--- src/rtl/ctrl_pkg.sv ---
// Shared encodings for the multicycle MIPS-subset control FSM:
// state codes, opcodes, datapath mux codes and the control vector type.
package ctrl_pkg;

    typedef enum logic [3:0] {
        S_FETCH  = 4'd0,
        S_DECODE = 4'd1,
        S_MEMADR = 4'd2,
        S_MEMRD  = 4'd3,
        S_MEMWB  = 4'd4,
        S_MEMWR  = 4'd5,
        S_EXEC   = 4'd6,
        S_ALUWB  = 4'd7,
        S_BRANCH = 4'd8,
        S_ADDIEX = 4'd9,
        S_ADDIWB = 4'd10,
        S_JUMP   = 4'd11
    } state_t;

    localparam logic [5:0] OP_RTYPE = 6'b000000;
    localparam logic [5:0] OP_LW    = 6'b100011;
    localparam logic [5:0] OP_SW    = 6'b101011;
    localparam logic [5:0] OP_BEQ   = 6'b000100;
    localparam logic [5:0] OP_ADDI  = 6'b001000;
    localparam logic [5:0] OP_J     = 6'b000010;

    localparam logic [1:0] SRCB_REG  = 2'b00;
    localparam logic [1:0] SRCB_FOUR = 2'b01;
    localparam logic [1:0] SRCB_IMM  = 2'b10;
    localparam logic [1:0] SRCB_IMM2 = 2'b11;

    localparam logic [1:0] PC_ALU    = 2'b00;
    localparam logic [1:0] PC_ALUOUT = 2'b01;
    localparam logic [1:0] PC_JUMP   = 2'b10;

    localparam logic [1:0] ALU_ADD   = 2'b00;
    localparam logic [1:0] ALU_SUB   = 2'b01;
    localparam logic [1:0] ALU_FUNCT = 2'b10;

    // irwrite/pcwrite in FETCH are qualified by mem_ready in the top (gate_rdy)
    typedef struct packed {
        logic       mem_req;
        logic       iord;
        logic       memwrite;
        logic       irwrite;
        logic       pcwrite;
        logic       gate_rdy;
        logic       branch;
        logic       regdst;
        logic       memtoreg;
        logic       regwrite;
        logic       alusrca;
        logic [1:0] alusrcb;
        logic [1:0] pcsrc;
        logic [1:0] aluop;
    } ctrl_t;

endpackage

--- src/rtl/mc_outdec.sv ---
// Pure state -> control vector decode; input-dependent gating lives in mc_controller.
module mc_outdec
    import ctrl_pkg::*;
(
    input  state_t state,
    output ctrl_t  ctl
);

    always_comb begin
        ctl = '0;
        case (state)
            S_FETCH: begin
                ctl.mem_req  = 1'b1;
                ctl.irwrite  = 1'b1;
                ctl.pcwrite  = 1'b1;
                ctl.gate_rdy = 1'b1;
                ctl.alusrcb  = SRCB_FOUR;
            end
            S_DECODE: ctl.alusrcb = SRCB_IMM2;
            S_MEMADR, S_ADDIEX: begin
                ctl.alusrca = 1'b1;
                ctl.alusrcb = SRCB_IMM;
            end
            S_MEMRD: begin
                ctl.mem_req = 1'b1;
                ctl.iord    = 1'b1;
            end
            S_MEMWB: begin
                ctl.memtoreg = 1'b1;
                ctl.regwrite = 1'b1;
            end
            S_MEMWR: begin
                ctl.mem_req  = 1'b1;
                ctl.iord     = 1'b1;
                ctl.memwrite = 1'b1;
            end
            S_EXEC: begin
                ctl.alusrca = 1'b1;
                ctl.aluop   = ALU_FUNCT;
            end
            S_ALUWB: begin
                ctl.regdst   = 1'b1;
                ctl.regwrite = 1'b1;
            end
            S_BRANCH: begin
                ctl.alusrca = 1'b1;
                ctl.aluop   = ALU_SUB;
                ctl.pcsrc   = PC_ALUOUT;
                ctl.branch  = 1'b1;
            end
            S_ADDIWB: ctl.regwrite = 1'b1;
            S_JUMP: begin
                ctl.pcsrc   = PC_JUMP;
                ctl.pcwrite = 1'b1;
            end
            default: ctl = '0;
        endcase
    end

endmodule

--- src/rtl/mc_controller.sv ---
// Multicycle control FSM: state register, next-state logic and the
// mem_ready / zero gating of the fetch and branch PC/IR updates.
module mc_controller
    import ctrl_pkg::*;
#(
    parameter int OPW = 6
) (
    input  logic           clk,
    input  logic           reset,
    input  logic [OPW-1:0] op,
    input  logic           zero,
    input  logic           mem_ready,
    output logic           mem_req,
    output logic           iord,
    output logic           memwrite,
    output logic           irwrite,
    output logic           pcen,
    output logic           regdst,
    output logic           memtoreg,
    output logic           regwrite,
    output logic           alusrca,
    output logic [1:0]     alusrcb,
    output logic [1:0]     pcsrc,
    output logic [1:0]     aluop,
    output logic           illegal_op,
    output logic [3:0]     state_o
);

    state_t state, nxt;
    ctrl_t  ctl;
    logic   run, legal, rdy_ok;

    mc_outdec u_outdec (.state(state), .ctl(ctl));

    always_ff @(posedge clk) begin
        if (reset) state <= S_FETCH;
        else       state <= nxt;
    end

    assign legal = (op == OP_RTYPE) || (op == OP_LW) || (op == OP_SW) ||
                   (op == OP_BEQ) || (op == OP_ADDI) || (op == OP_J);

    always_comb begin
        nxt = state;
        case (state)
            S_FETCH:  if (mem_ready) nxt = S_DECODE;
            S_DECODE: begin
                nxt = S_FETCH;
                if (op == OP_LW || op == OP_SW) nxt = S_MEMADR;
                else if (op == OP_RTYPE)        nxt = S_EXEC;
                else if (op == OP_BEQ)          nxt = S_BRANCH;
                else if (op == OP_ADDI)         nxt = S_ADDIEX;
                else if (op == OP_J)            nxt = S_JUMP;
            end
            S_MEMADR: nxt = (op == OP_LW) ? S_MEMRD : S_MEMWR;
            S_MEMRD:  if (mem_ready) nxt = S_MEMWB;
            S_MEMWR:  if (mem_ready) nxt = S_FETCH;
            S_EXEC:   nxt = S_ALUWB;
            S_ADDIEX: nxt = S_ADDIWB;
            default:  nxt = S_FETCH;
        endcase
    end

    // reset overrides every output so an aborted instruction cannot write
    assign run    = ~reset;
    assign rdy_ok = ~ctl.gate_rdy | mem_ready;

    assign mem_req    = run & ctl.mem_req;
    assign iord       = run & ctl.iord;
    assign memwrite   = run & ctl.memwrite;
    assign irwrite    = run & ctl.irwrite & mem_ready;
    assign pcen       = run & ((ctl.pcwrite & rdy_ok) | (ctl.branch & zero));
    assign regdst     = run & ctl.regdst;
    assign memtoreg   = run & ctl.memtoreg;
    assign regwrite   = run & ctl.regwrite;
    assign alusrca    = run & ctl.alusrca;
    assign alusrcb    = run ? ctl.alusrcb : 2'b00;
    assign pcsrc      = run ? ctl.pcsrc   : 2'b00;
    assign aluop      = run ? ctl.aluop   : 2'b00;
    assign illegal_op = run & (state == S_DECODE) & ~legal;
    assign state_o    = state;

endmodule
--- config.mk ---
export PLATFORM = sky130hd
export DESIGN_NAME = mc_controller
export DESIGN_NICKNAME = d
export VERILOG_FILES = /design/src/rtl/ctrl_pkg.sv /design/src/rtl/mc_outdec.sv /design/src/rtl/mc_controller.sv
export SDC_FILE = /design/constraint.sdc
export NUM_CORES = 1
export LEC_CHECK = 0
export CAP_MARGIN = 20
export CELL_PAD_IN_SITES_DETAIL_PLACEMENT = 0
export CELL_PAD_IN_SITES_GLOBAL_PLACEMENT = 2
export CORE_AREA = 2 2 60 62
export DETAILED_ROUTE_END_ITERATION = 16
export DIE_AREA = 0 0 62 64
export PLACE_DENSITY = 0.87
export SLEW_MARGIN = 40
export SYNTH_ARGS = -nofsm -noshare
export SYNTH_HDL_FRONTEND = slang
export SYNTH_HIERARCHICAL = 1
export SYNTH_SLANG_ARGS = --single-unit
--- constraint.sdc ---
create_clock -name clk -period 2.1 [get_ports clk]
set_input_delay 0.42 -clock clk [delete_from_list [all_inputs] [get_ports clk]]
set_output_delay 0.42 -clock clk [all_outputs]
set_load 0.005 [all_outputs]
==> results.py <==
metrics = {
    "outcome": {
        "run_status": "complete, no violations",
    },
    "clock_network": {
        "htreeDepth": 1,
        "cts_sinks": 4,
        "cts_made_buffers": 3,
        "cts-root-buf": "clkbuf_4",
        "insertion_delay_ns": 0.24,
        "path_clk_slew_ns": 0.04,
        "clockBufferDepth": 2,
        "cts_tree": "done",
        "ctsHoldBuffers": 0,
    },
    "drt": {
        "first_pass_iters": 3,
        "ant_nets": 0,
        "drc": 0,
        "wl_per_cell_um": 10.0,
        "via_per_inst": 4.27,
        "drt_wl_total_mm": 2.04,
        "drt-initial-drc-count": 10,
        "vias": 872,
    },
    "synth": {
        "ys.flop_type": "dfxtp_1",
        "synth_edf_count": 0,
        "ys_seq_elements": 4,
        "synth_compound_area_share_pct": 20.6,
        "synth-warning-count": 6,
        "synth_mux_area_share_pct": 0,
        "synth_commonest_cells": "nor2b_1 (15), nor2_1 (9), o21ai_0 (8)",
        "synth-simple-area-share_pct": 53.4,
        "syn_area_per_cell_um2": 6.82,
        "ys_types": 38,
        "synth_fa_ha_area_share_pct": 0,
        "synth-xor-area-share_pct": 3.85,
        "yosys.area.top_type_share_pct": 13.8,
        "synth_largest_area_cell": "nor2b_1",
        "postSynth.asyncResetShare_pct": 0,
        "synth_top_family_by_area": "simple AND/OR/NAND/NOR gates",
        "yosysSeqAreaShare_pct": 11.7,
        "netlist_instances": 100,
        "yosysMostFrequentCell": "nor2b_1",
        "netlist_area_um2": 682,
        "synth_fp_nets": 110,
        "yosys-top-cells-area": "nor2b_1 (14%), dfxtp_1 (12%), o21ai_0 (5.9%), nand2b_1 (5.5%), nor3_1 (5.1%)",
    },
    "placed_design": {
        "dp.cells": 194,
        "hpwl_mm": 1.58,
        "buffer_ports.inserted": 29,
        "routabilityCongestion": 0.734,
        "postPlaceCellArea_mm2": 0.00118,
    },
    "sta": {
        "timing.hold.ws_ns": 0.661,
        "tns_ns": 0,
        "rsz0062_at_grt": "no",
        "final-setup-viol-count": 0,
        "period_share_pct": 96.5,
        "timing_hold_violations_final": 0,
        "relSlewSlack_pct": 76.7,
        "worst_pin_slew_ns": 0.348,
        "skew_ns": 0.00510,
        "period_needed_ns": 2.03,
        "fmax_ghz": 0.493,
        "maxSlewViolCount": 0,
    },
    "cells_and_area": {
        "fin_area_mm2": 0.00130,
        "diodes": 0,
        "fin_cells": 204,
        "largest_reg_flops": 4,
        "layout-drive-gt1-share_pct": 32.3,
        "nets": 170,
        "nFillCells": 372,
        "layout-area-overhead-vs-synth_pct": 90.8,
    },
    "power_and_ir_drop": {
        "power.density_mw_per_mm2": 234,
        "ir_worst_vdd_v": 0.000131,
        "leakage_nw": 0.670,
    },
    "worst_setup_path": {
        "start_kind": "flop",
        "r2r_end": "state_o[1]",
        "crit_type": "flop to output port",
        "timing.critical_path.from": "state_o[1]",
        "endpoint": "regwrite",
        "worstPathMaxFanout": 10,
        "arrival_ns": 1.61,
        "ff2ff_path_depth": 5,
        "end_kind": "output port",
        "critPathRequiredTime_ns": 1.68,
        "r2r_setup_slack_ns": 0.68,
        "reg2reg_from": "state_o[1]",
    },
    "die": {
        "initial_core_util_pct": 20.8,
        "coreArea_mm2": 0.00328,
        "core.rowCount": 21,
        "die_area_mm2": 0.00397,
        "die_h_um": 64,
        "die_x_um": 62,
        "pin_count": 30,
    },
    "grt": {
        "grt_usage_pct": 10.6,
        "grt_start_max_net_pins": 19,
        "grt_antenna_before_repair": 0,
        "grt_pass1_vias": 755,
        "grt_pass1_wl_mm": 3.28,
        "grt_overflow_total": 0,
    },
    "run": {
        "cap_viol_max_count": 0,
    },
    "worst_hold_path": {
        "hold_class": "flop to flop",
    },
}
==> worst min path at each step <==
| stage | startpoint | end | slack [ns] | depth (start not counted) |
|---|---|---|---|---|
| finish | state_o[3] | state_o[0] | 0.66 | 2 |
| global route | state_o[0] | state_o[0] | 0.71 | 2 |
| CTS | state_o[3] | state_o[0] | 0.67 | 2 |
| detailed placement | state_o[2] | state_o[3] | 0.73 | 3 |
| global placement | state_o[2] | state_o[3] | 0.74 | 3 |
| floorplan | reset | state_o[0] | 0.50 | 1 |
==> cell families after synthesis <==
family          count (synthesis)
flops                           4
simple gates                   59
xor+xnor                        3
buf+inv                        12
compound gates                 22
==> power by group <==
| part | switching [W] | total [W] | internal (W) |
|---|---|---|---|
| clock network | 0.0000318 | 0.0000957 | 0.0000639 |
| logic | 0.0000528 | 0.000128 | 0.0000750 |
| registers | 0.00000430 | 0.0000814 | 0.0000771 |
| total | 0.0000889 | 0.000305 | 0.000216 |
==> layer usage <==
metal,part of all wire [%],vias to the layer above,routed length (µm),GRT usage (%)
li1,-,475,-,-
met1,46,370,935,13.1
met2,50,25,1010,18.4
met3,3.6,2,74,1.21
met4,0.93,0,19,3.19
met5,0,-,0,0
==> cells in the final DEF, fill, tap and decap left out, types with 2 or more instances in the layout <==
master and count:
buf_4 32, nor2b_1 15, dlygate4sd2_1 14, nor2_1 9, o21ai_0 8, clkdlybuf4s50_1 7
dlymetal6s2s_1 6, nand2b_1 6, a21oi_1 5, nor3_1 5, nand2_1 4, inv_1 4
clkbuf_4 3, or3b_1 2, xor2_1 2, nor3_2 2, nor4_4 2, nand3_1 2
buf_6 2, dfxtp_4 2, dfxtp_2 2
==> what timing repair did <==
| item | 4_1_cts | 5_1_grt |
|---|---|---|
| endpoints found under the setup margin | 16 | 6 |
| resized for setup | 28 | 11 |
| buffers inserted | 3 | 4 |
| pin swaps | 5 | 3 |
| gates cloned | 0 | 0 |
==> cell type report <==
class	instances	area (µm²)	share of cell area, %
Inverter	4	15.0	1.15
Multi-Input combinational cell	84	571	43.8
Sequential cell	4	90.1	6.92
Timing Repair Buffer	63	546	41.9
Tap cell	46	57.6	4.42
Clock buffer	3	22.5	1.73
==> critical path: stages (launching register included) <==
cell and delay, ns:
dfxtp_4 0.37, or4b_4 0.55, o211ai_2 0.08, nor2b_1 0.13, dlygate4sd2_1 0.24
==> through the flow <==
stage	setup slack (ns)	total power [W]	utilization [%]
after floorplan	0.428	0.000132	-
final	0.0736	0.000305	39.6
after detailed placement	-0.423	0.000207	35.8
after global routing	0.00162	0.000331	39.6
after global placement	-0.349	0.000205	35.8
after CTS	-0.168	0.000303	37.9
No activity file was read; power rests on OpenSTA's default activity.
